## config.mk

```make
export PLATFORM = sky130hd
export DESIGN_NAME = multicycle_ctrl
export DESIGN_NICKNAME = d
export VERILOG_FILES = /design/src/rtl/cpu_pkg.sv /design/src/rtl/multicycle_ctrl_decode.sv /design/src/rtl/multicycle_ctrl.sv
export SDC_FILE = /design/constraint.sdc
export NUM_CORES = 1
export LEC_CHECK = 0
export ABC_AREA = 1
export CAP_MARGIN = 5
export CORE_ASPECT_RATIO = 1.1
export CORE_UTILIZATION = 50
export CTS_BUF_LIST = sky130_fd_sc_hd__clkbuf_4
export CTS_CLUSTER_SIZE = 30
export DETAILED_ROUTE_END_ITERATION = 10
export GPL_TIMING_DRIVEN = 0
export PLACE_DENSITY = 0.82
export REMOVE_ABC_BUFFERS = 1
export SYNTH_ARGS = -nofsm -noshare
export SYNTH_HDL_FRONTEND = slang
export SYNTH_SLANG_ARGS = --single-unit
export TNS_END_PERCENT = 50
```

## constraint.sdc

```tcl
create_clock -name clk -period 2.21 [get_ports clk]
set_input_delay 0.442 -clock clk [delete_from_list [all_inputs] [get_ports clk]]
set_output_delay 0.442 -clock clk [all_outputs]
set_load 0.01 [all_outputs]
```

## src/rtl/cpu_pkg.sv

```systemverilog
// cpu_pkg: shared definitions for the multi-cycle RV32I control path.
// Holds the FSM state encoding, the instruction classes the decoder
// reports, the ALU operation codes, the opcode values and the write-back
// source selects. It also provides the funct3/funct7 to ALU operation
// mapping that the decoder uses.
package cpu_pkg;

  // FSM states. The encoding is visible on state_o for debug.
  typedef enum logic [2:0] {
    FETCH  = 3'd0,
    DECODE = 3'd1,
    EXEC   = 3'd2,
    MEM    = 3'd3,
    WB     = 3'd4,
    TRAP   = 3'd5
  } state_t;

  // Instruction classes produced by the decoder.
  typedef enum logic [2:0] {
    CLS_ALU_R   = 3'd0,
    CLS_ALU_I   = 3'd1,
    CLS_LOAD    = 3'd2,
    CLS_STORE   = 3'd3,
    CLS_BRANCH  = 3'd4,
    CLS_JAL     = 3'd5,
    CLS_ILLEGAL = 3'd6
  } instr_class_t;

  // ALU operation codes.
  localparam logic [3:0] ALU_ADD  = 4'd0;
  localparam logic [3:0] ALU_SUB  = 4'd1;
  localparam logic [3:0] ALU_AND  = 4'd2;
  localparam logic [3:0] ALU_OR   = 4'd3;
  localparam logic [3:0] ALU_XOR  = 4'd4;
  localparam logic [3:0] ALU_SLT  = 4'd5;
  localparam logic [3:0] ALU_SLTU = 4'd6;
  localparam logic [3:0] ALU_SLL  = 4'd7;
  localparam logic [3:0] ALU_SRL  = 4'd8;
  localparam logic [3:0] ALU_SRA  = 4'd9;

  // Supported opcodes (IR[6:0]).
  localparam logic [6:0] OPC_OP     = 7'b0110011;
  localparam logic [6:0] OPC_OP_IMM = 7'b0010011;
  localparam logic [6:0] OPC_LOAD   = 7'b0000011;
  localparam logic [6:0] OPC_STORE  = 7'b0100011;
  localparam logic [6:0] OPC_BRANCH = 7'b1100011;
  localparam logic [6:0] OPC_JAL    = 7'b1101111;

  // Register-file write-back source selects.
  localparam logic [1:0] WB_ALU = 2'd0;
  localparam logic [1:0] WB_MEM = 2'd1;
  localparam logic [1:0] WB_PC4 = 2'd2;

  // Maps funct3/funct7_5 to an ALU operation. funct7_5 turns ADD into
  // SUB only for register-register instructions (there is no SUBI), but
  // turns SRL into SRA for both forms.
  function automatic logic [3:0] alu_op_decode(input logic [2:0] funct3,
                                               input logic       funct7_5,
                                               input logic       is_reg);
    logic [3:0] op;
    op = ALU_ADD;
    case (funct3)
      3'b000: op = (is_reg && funct7_5) ? ALU_SUB : ALU_ADD;
      3'b001: op = ALU_SLL;
      3'b010: op = ALU_SLT;
      3'b011: op = ALU_SLTU;
      3'b100: op = ALU_XOR;
      3'b101: op = funct7_5 ? ALU_SRA : ALU_SRL;
      3'b110: op = ALU_OR;
      3'b111: op = ALU_AND;
      default: op = ALU_ADD;
    endcase
    return op;
  endfunction

endpackage

```

## src/rtl/multicycle_ctrl_decode.sv

```systemverilog
// ctrl_decode: purely combinational instruction classifier.
// Ports:
//   opcode_i   - IR[6:0]
//   funct3_i   - IR[14:12]
//   funct7_5_i - IR[30]
//   cls_o      - instruction class
//   alu_op_o   - ALU operation for the execute phase
//   illegal_o  - instruction is not supported
module ctrl_decode
  import cpu_pkg::*;
#(
  parameter int OPC_W = 7
) (
  input  logic [OPC_W-1:0] opcode_i,
  input  logic [2:0]       funct3_i,
  input  logic             funct7_5_i,
  output instr_class_t     cls_o,
  output logic [3:0]       alu_op_o,
  output logic             illegal_o
);

  // Loads, stores and branches are only legal for the single funct3
  // value this core implements; everything else falls through to illegal.
  always_comb begin
    cls_o    = CLS_ILLEGAL;
    alu_op_o = ALU_ADD;
    case (opcode_i)
      OPC_OP: begin
        cls_o    = CLS_ALU_R;
        alu_op_o = alu_op_decode(funct3_i, funct7_5_i, 1'b1);
      end
      OPC_OP_IMM: begin
        cls_o    = CLS_ALU_I;
        alu_op_o = alu_op_decode(funct3_i, funct7_5_i, 1'b0);
      end
      OPC_LOAD: begin
        if (funct3_i == 3'b010) cls_o = CLS_LOAD;
      end
      OPC_STORE: begin
        if (funct3_i == 3'b010) cls_o = CLS_STORE;
      end
      OPC_BRANCH: begin
        if (funct3_i == 3'b000) cls_o = CLS_BRANCH;
        alu_op_o = ALU_SUB;
      end
      OPC_JAL: begin
        cls_o = CLS_JAL;
      end
      default: begin
        cls_o = CLS_ILLEGAL;
      end
    endcase
  end

  assign illegal_o = (cls_o == CLS_ILLEGAL);

endmodule

```

## src/rtl/multicycle_ctrl.sv

```systemverilog
// multicycle_ctrl: control FSM sequencing a shared RV32I datapath through
// FETCH/DECODE/EXEC/MEM/WB, with a sticky TRAP state for illegal
// instructions and a retired-instruction counter. Drives only enables
// and mux selects.
// Ports:
//   clk, rst                     - clock, synchronous active-low reset
//   opcode, funct3, funct7_5     - instruction register fields
//   alu_zero                     - ALU result is zero (branch compare)
//   imem_ready, dmem_ready       - memory handshake completions
//   imem_req, dmem_req, dmem_we  - memory requests
//   ir_we, pc_we, pc_sel         - IR/PC update controls
//   alu_src_a, alu_src_b, alu_op - ALU operand selects and operation
//   rf_we, wb_sel                - register-file write and source
//   retire, halted, instret      - retirement pulse, trap flag, counter
//   state_o                      - current FSM state for debug
module multicycle_ctrl
  import cpu_pkg::*;
#(
  parameter int OPC_W = 7,
  parameter int CNT_W = 32
) (
  input  logic             clk,
  input  logic             rst,
  input  logic [OPC_W-1:0] opcode,
  input  logic [2:0]       funct3,
  input  logic             funct7_5,
  input  logic             alu_zero,
  input  logic             imem_ready,
  input  logic             dmem_ready,
  output logic             imem_req,
  output logic             dmem_req,
  output logic             dmem_we,
  output logic             ir_we,
  output logic             pc_we,
  output logic             pc_sel,
  output logic             alu_src_a,
  output logic             alu_src_b,
  output logic [3:0]       alu_op,
  output logic             rf_we,
  output logic [1:0]       wb_sel,
  output logic             retire,
  output logic             halted,
  output logic [CNT_W-1:0] instret,
  output logic [2:0]       state_o
);

  state_t       state_q, state_d;
  logic [CNT_W-1:0] instret_q, instret_d;

  instr_class_t cls;
  logic [3:0]   dec_alu_op;
  logic         illegal;

  ctrl_decode #(
    .OPC_W(OPC_W)
  ) u_decode (
    .opcode_i  (opcode),
    .funct3_i  (funct3),
    .funct7_5_i(funct7_5),
    .cls_o     (cls),
    .alu_op_o  (dec_alu_op),
    .illegal_o (illegal)
  );

  // Next state and all outputs from the current state plus the decoded IR.
  // There is no ALU result register, so the ALU operands/operation are
  // kept driven in MEM (address) and WB (result being written back).
  always_comb begin
    state_d   = state_q;
    imem_req  = 1'b0;
    dmem_req  = 1'b0;
    dmem_we   = 1'b0;
    ir_we     = 1'b0;
    pc_we     = 1'b0;
    pc_sel    = 1'b0;
    alu_src_a = 1'b0;
    alu_src_b = 1'b0;
    alu_op    = ALU_ADD;
    rf_we     = 1'b0;
    wb_sel    = WB_ALU;
    retire    = 1'b0;
    halted    = 1'b0;
    case (state_q)
      FETCH: begin
        imem_req = 1'b1;
        if (imem_ready) begin
          ir_we   = 1'b1;
          state_d = DECODE;
        end
      end
      DECODE: begin
        state_d = illegal ? TRAP : EXEC;
      end
      EXEC: begin
        case (cls)
          CLS_ALU_R, CLS_ALU_I: begin
            alu_op    = dec_alu_op;
            alu_src_b = (cls == CLS_ALU_I);
            state_d   = WB;
          end
          CLS_LOAD, CLS_STORE: begin
            alu_op    = ALU_ADD;
            alu_src_b = 1'b1;
            state_d   = MEM;
          end
          CLS_BRANCH: begin
            alu_op  = ALU_SUB;
            pc_we   = 1'b1;
            pc_sel  = alu_zero;
            retire  = 1'b1;
            state_d = FETCH;
          end
          CLS_JAL: begin
            state_d = WB;
          end
          default: begin
            state_d = TRAP;
          end
        endcase
      end
      MEM: begin
        alu_op    = ALU_ADD;
        alu_src_b = 1'b1;
        dmem_req  = 1'b1;
        dmem_we   = (cls == CLS_STORE);
        if (dmem_ready) begin
          if (cls == CLS_STORE) begin
            pc_we   = 1'b1;
            retire  = 1'b1;
            state_d = FETCH;
          end else begin
            state_d = WB;
          end
        end
      end
      WB: begin
        rf_we   = 1'b1;
        pc_we   = 1'b1;
        retire  = 1'b1;
        state_d = FETCH;
        case (cls)
          CLS_LOAD: wb_sel = WB_MEM;
          CLS_JAL: begin
            wb_sel = WB_PC4;
            pc_sel = 1'b1;
          end
          default: begin
            wb_sel    = WB_ALU;
            alu_op    = dec_alu_op;
            alu_src_b = (cls == CLS_ALU_I);
          end
        endcase
      end
      TRAP: begin
        halted = 1'b1;
      end
      default: begin
        state_d = FETCH;
      end
    endcase
  end

  // The counter simply wraps at its width.
  assign instret_d = retire ? instret_q + CNT_W'(1) : instret_q;

  // Only the state and the retire counter are registered.
  always_ff @(posedge clk) begin
    if (!rst) begin
      state_q   <= FETCH;
      instret_q <= '0;
    end else begin
      state_q   <= state_d;
      instret_q <= instret_d;
    end
  end

  assign state_o = state_q;
  assign instret = instret_q;

endmodule
```

Word level (Yosys, flattened, before mapping) --
Cells that the tools add are included.
Cells by class: equal/unequal tests 26, multiplexer cells 37, bitwise logic cells 1, reductions and logical operators 8, add/sub/neg operators 1
Operator list (count):
- case mux 4 bit (8 select lines) | 2
- adder 32 x 1 -> 32 bit (second input constant) | 1
- equality test 3 bit (second input constant) | 9
- equality test 3 x 2 -> 1 bit (second input constant) | 6
- two-way mux 3 bit | 6
- case mux 3 bit (6 select lines) | 1
- case mux 4 bit (2 select lines) | 2
- two-way mux 1 bit | 15
- case mux 3 bit (5 select lines) | 1
- equality test 7 x 6 -> 1 bit (second input constant) | 2
- equality test 7 bit (second input constant) | 2
- case mux 4 bit (3 select lines) | 1
- equality test 3 x 1 -> 1 bit (second input constant) | 3
- zero test 3 bit | 3
- case mux 3 bit (3 select lines) | 1
- equality test 7 x 2 -> 1 bit (second input constant) | 1
- equality test 7 x 5 -> 1 bit (second input constant) | 1
- case mux 1 bit (3 select lines) | 2
- OR reduction 2 bit | 3
- two-way mux 2 bit | 2
- two-way mux 4 bit | 1
- inequality test 2 bit (second input constant) | 2
- case mux 1 bit (2 select lines) | 2
- case mux 2 bit (2 select lines) | 1
- other kinds (3) | 3
Storage, ports and cells: logic and storage cells 75, flip-flop bits (word level) 35, input port bits 16

Logic depth before layout (Yosys ltp) --
depth in word-level cells 7, depth in mapped cells 13, gate-level depth less buffers 13

Hierarchy --
Synthesis repeated with hierarchy kept, for this count alone.
Unflattened totals: cells, all modules 419, area, all modules 2476.1 µm²
By module, submodules not included:
- multicycle_ctrl | instances 1, area an instance 2219.6 µm², cells each 361
- ctrl_decode | instances 1, area an instance 256.5 µm², cells each 58

Worst setup path before layout --
No wires, ideal clock.
path type input port to output port, start input port opcode[4], end output port retire, data required time 1.768 ns, setup slack 0.113 ns, stages 12, arrival time 1.655 ns, path through inv_2 nand2_2 nor2_4 nand2_2 nand2_1 nor2_2 nor2_8 nand4_4 nand2_2 buf_6 buf_8 buf_4
Between the ends: longest elaborated chain between the ends 6, elaborated cells between the ends (all ways) 13, classes of those cells eq/ne: 8; mux: 5
Ends and longest elaborated chain:
- from (decl) | RTL line multicycle_ctrl.sv:24 | input logic [OPC_W-1:0] opcode,
- equality test 7 bit (tied with other cells) | RTL line multicycle_ctrl_decode.sv:27 | case (opcode_i)
- case mux 3 bit (6 select lines) (*) | RTL line multicycle_ctrl_decode.sv:27
- equality test 3 x 2 -> 1 bit | RTL line multicycle_ctrl.sv:127 | if (cls == CLS_STORE) begin
- two-way mux 1 bit (2 in a row)
- case mux 1 bit (3 select lines) (*)
- to (decl) | RTL line multicycle_ctrl.sv:41 | output logic retire,
Every way passes the cells marked *; elsewhere a longest branch is shown, timed or not.

Final worst setup path --
start input port opcode[0], end output port pc_sel
Between the ends: longest elaborated chain between the ends 5, elaborated cells between the ends (all ways) 12, classes of those cells eq/ne: 8; mux: 4
Ends and longest elaborated chain:
- equality test 7 bit (tied with other cells) | RTL line multicycle_ctrl_decode.sv:27
- case mux 3 bit (6 select lines) (*) | RTL line multicycle_ctrl_decode.sv:27
- equality test 3 bit, on equally long branches | RTL line multicycle_ctrl.sv:141, multicycle_ctrl.sv:95
- two-way mux 1 bit, on equally long branches | RTL line multicycle_ctrl.sv:141, multicycle_ctrl.sv:95
- case mux 1 bit (2 select lines) (*) | RTL line multicycle_ctrl.sv:83 | case (state_q)
- to (decl) | RTL line multicycle_ctrl.sv:35 | output logic pc_sel,
Marks and branches as above.

==> run summary <==
Core box area: 0.00503 mm²
Setup CP Type: primary input to output pin
Avg WL per Cell: 15.8 µm
Arr. time, crit path: 1810 ps
Initial Utilization: 52.1%
# diodes: 0
DRT Pass-1 Iters: 8
CTS buffer count: 5
Max Cap Viol: 0
Slew margin rel.: 39.6%
Min cycle time layout: 2250 ps
Detail Route Antenna Nets: 0
Clk_skew: 20.5 ps
Dpl cells: 521
Worst-path cell chain: buf_2 -> nand2_4 -> nor2_4 -> nand2_4 -> nor2_4 -> buf_6 -> a21oi_4 -> nand4_4 -> buf_6 -> o22ai_1 -> buf_2
Layout net count: 518
Ports: 68
Vias in the first global route: 2,864
Initial antenna violation count: 0
Hold violation count in the final report: 0
Critical Path Sink Type: output pin
CTS Sinks: 35
CTS tree: yes
HPWL Detailed: 5370 µm
Worst Tran Pin Value: 901 ps
Avg Inst Size Synth: 6.37 µm²
Core Util, Final: 73.7%
Fmax: 0.445 GHz
Setup tns final: -60.7 ps
# fillers: 404
Height of the chip: 78.0 µm
Slowest cell on crit path: a21oi_4
DRC Markers: 5
Slowest cell delay on critical path: 190 ps
Final Setup Violations: 2
Place WS: -1660 ps
Unrepaired setup endpoints after global routing: true
Layout cells sized above 1: 24.7%
Worst vdd ir: 0.389 mV
Critical path peak fanout: 5
Post-Layout Cell Count: 560
First-pass GRT wire length: 13,700 µm
Post-Syn Area: 0.00262 mm²
Kind of cell adding the most delay to the critical path: buffers and inverters
Via/cell ratio: 5.78
Startpoint types: primary input
# H-tree levels: 2
Root Buffer: clkbuf_4
Status: finished with violations
Most common cell after layout, fill and taps aside: nand2_1
Fin. max-slew vios: 0
Worst min path class: flop to flop
Final period utilization: 102%
CP bufs+invs: 4
Final wirelength: 8820 µm
Gr ovfl total: 0
Area Growth Syn to Fin: 41.3%
Global Route Usage Sum: 31.7%
Worst path required time: 1770 ps
Pin count of the biggest net entering global routing: 29
PnR worst setup slack: -38.3 ps
Violated checks: design-rule violations, negative setup slack
Cells after synthesis: 412
Leak: 1.49 nW
Row count: 27
IO Port Bufs: 66
Clock Tree Buf Depth: 2
Routability cong.: 0.910
Number of distinct library cells after synthesis: 32
Most frequent cells in the layout: nand2_1 (83), nand3_1 (47), nor2_1 (45), clkdlybuf4s50_1 (45), dfxtp_1 (32)
PD cells: 384 mW/mm²
Sequential cell area fraction in the yosys report: 26.7%
Routed vias: 3,234
FF+latch count, synth: 35
Hold_ws: 538 ps
Die ar.: 0.00554 mm²
Clock transition at path regs: 120 ps
Die Width: 71.1 µm
Worst-Skew Late Latency: 350 ps
Drt first-iter violations: 199
Synth warnings: 0
-- timing repair --
item                       4_1_cts  5_1_grt
setup endpoints to repair       44       20
buffers inserted                23        5
hold buffers                     0        0
pin swaps                       18       15
cloned                           3        0
resized for setup              103       27
-- area by class of cell --
type                       instances  area (µm²)  area share (%)
multi-input combinational        326        1870            50.4
timing repair buffer              94         837            22.6
clock buffer                       6        45.0            1.21
sequential                        35         709            19.1
inverter                          39         161            4.35
tap                               58        72.6            1.96
clock inverter                     2        12.5           0.337
-- state kept, by name, summed over array words and instances, names as in the netlist --
signal / flops
state_o: 3
instret: 32
-- stage by stage --
step,instance area (µm²),total power (W)
final,3710,0.00142
after global routing,3710,0.00149
after CTS,3610,0.00138
after detailed placement,3270,0.000984
after global placement,3270,0.000976
after floorplan,2530,0.000842
-- power breakdown --
group	internal, W	leakage, nW	total (W)	switching [W]
logic	0.000153	1.18	0.000386	0.000233
clock network	0.000135	0.0317	0.000362	0.000226
registers	0.000645	0.284	0.000675	0.0000295
total	0.000934	1.49	0.00142	0.000489
-- tightest hold or removal path: cells and delay by family (launching register included) --
kind	cells	cell delay (ps)
simple gates	1	90
compound gates	1	60
flops	1	350
-- path summary, 6_finish.rpt --
kind / start / endpoint / slack, ps / cells after the start
max: opcode[0] / pc_sel / -40 / 11
min: instret[31] / instret[31] / 540 / 2
max reg2reg: instret[1] / instret[26] / 220 / 8
min reg2reg: instret[31] / instret[31] / 540 / 2
-- cells by family after synthesis --
family | synth area share (%)
adders and majority gates | 0.477
and+or+nand+nor | 45.1
other | 0.143
xor gates and xnor gates | 7.34
buffers and inverters | 9.01
AOI/OAI and AO/OA | 11.2
DFF | 26.7
-- cell usage after synthesis, drive strengths merged --
master  count  area (µm²)
nand4      10        77.6
xor2       12         105
and3        1        6.26
ha          1        12.5
a21oi      36         218
nand3      48         240
o21ai       8        40.0
nand2     108         448
o22ai       1        6.26
nor3       24         140
buf         8        63.8
conb        1        3.75
inv        38         143
dfxtp      35         701
nor2       56         251
clkbuf      7        26.3
clkinv      1        3.75
xnor2      10        87.6
nor4        2        12.5
o211ai      4        30.0
nand3b      1        7.51
-- layer usage --
| metal | wire length, µm | vias up | global-route usage, % |
|---|---|---|---|
| li1 | - | 1544 | - |
| met1 | 3470 | 1488 | 37.8 |
| met2 | 4370 | 172 | 56.1 |
| met3 | 687 | 30 | 5.19 |
| met4 | 293 | 0 | 12.8 |
| met5 | 0 | - | 0 |
Note: power is estimated with default switching activity, not from simulation.
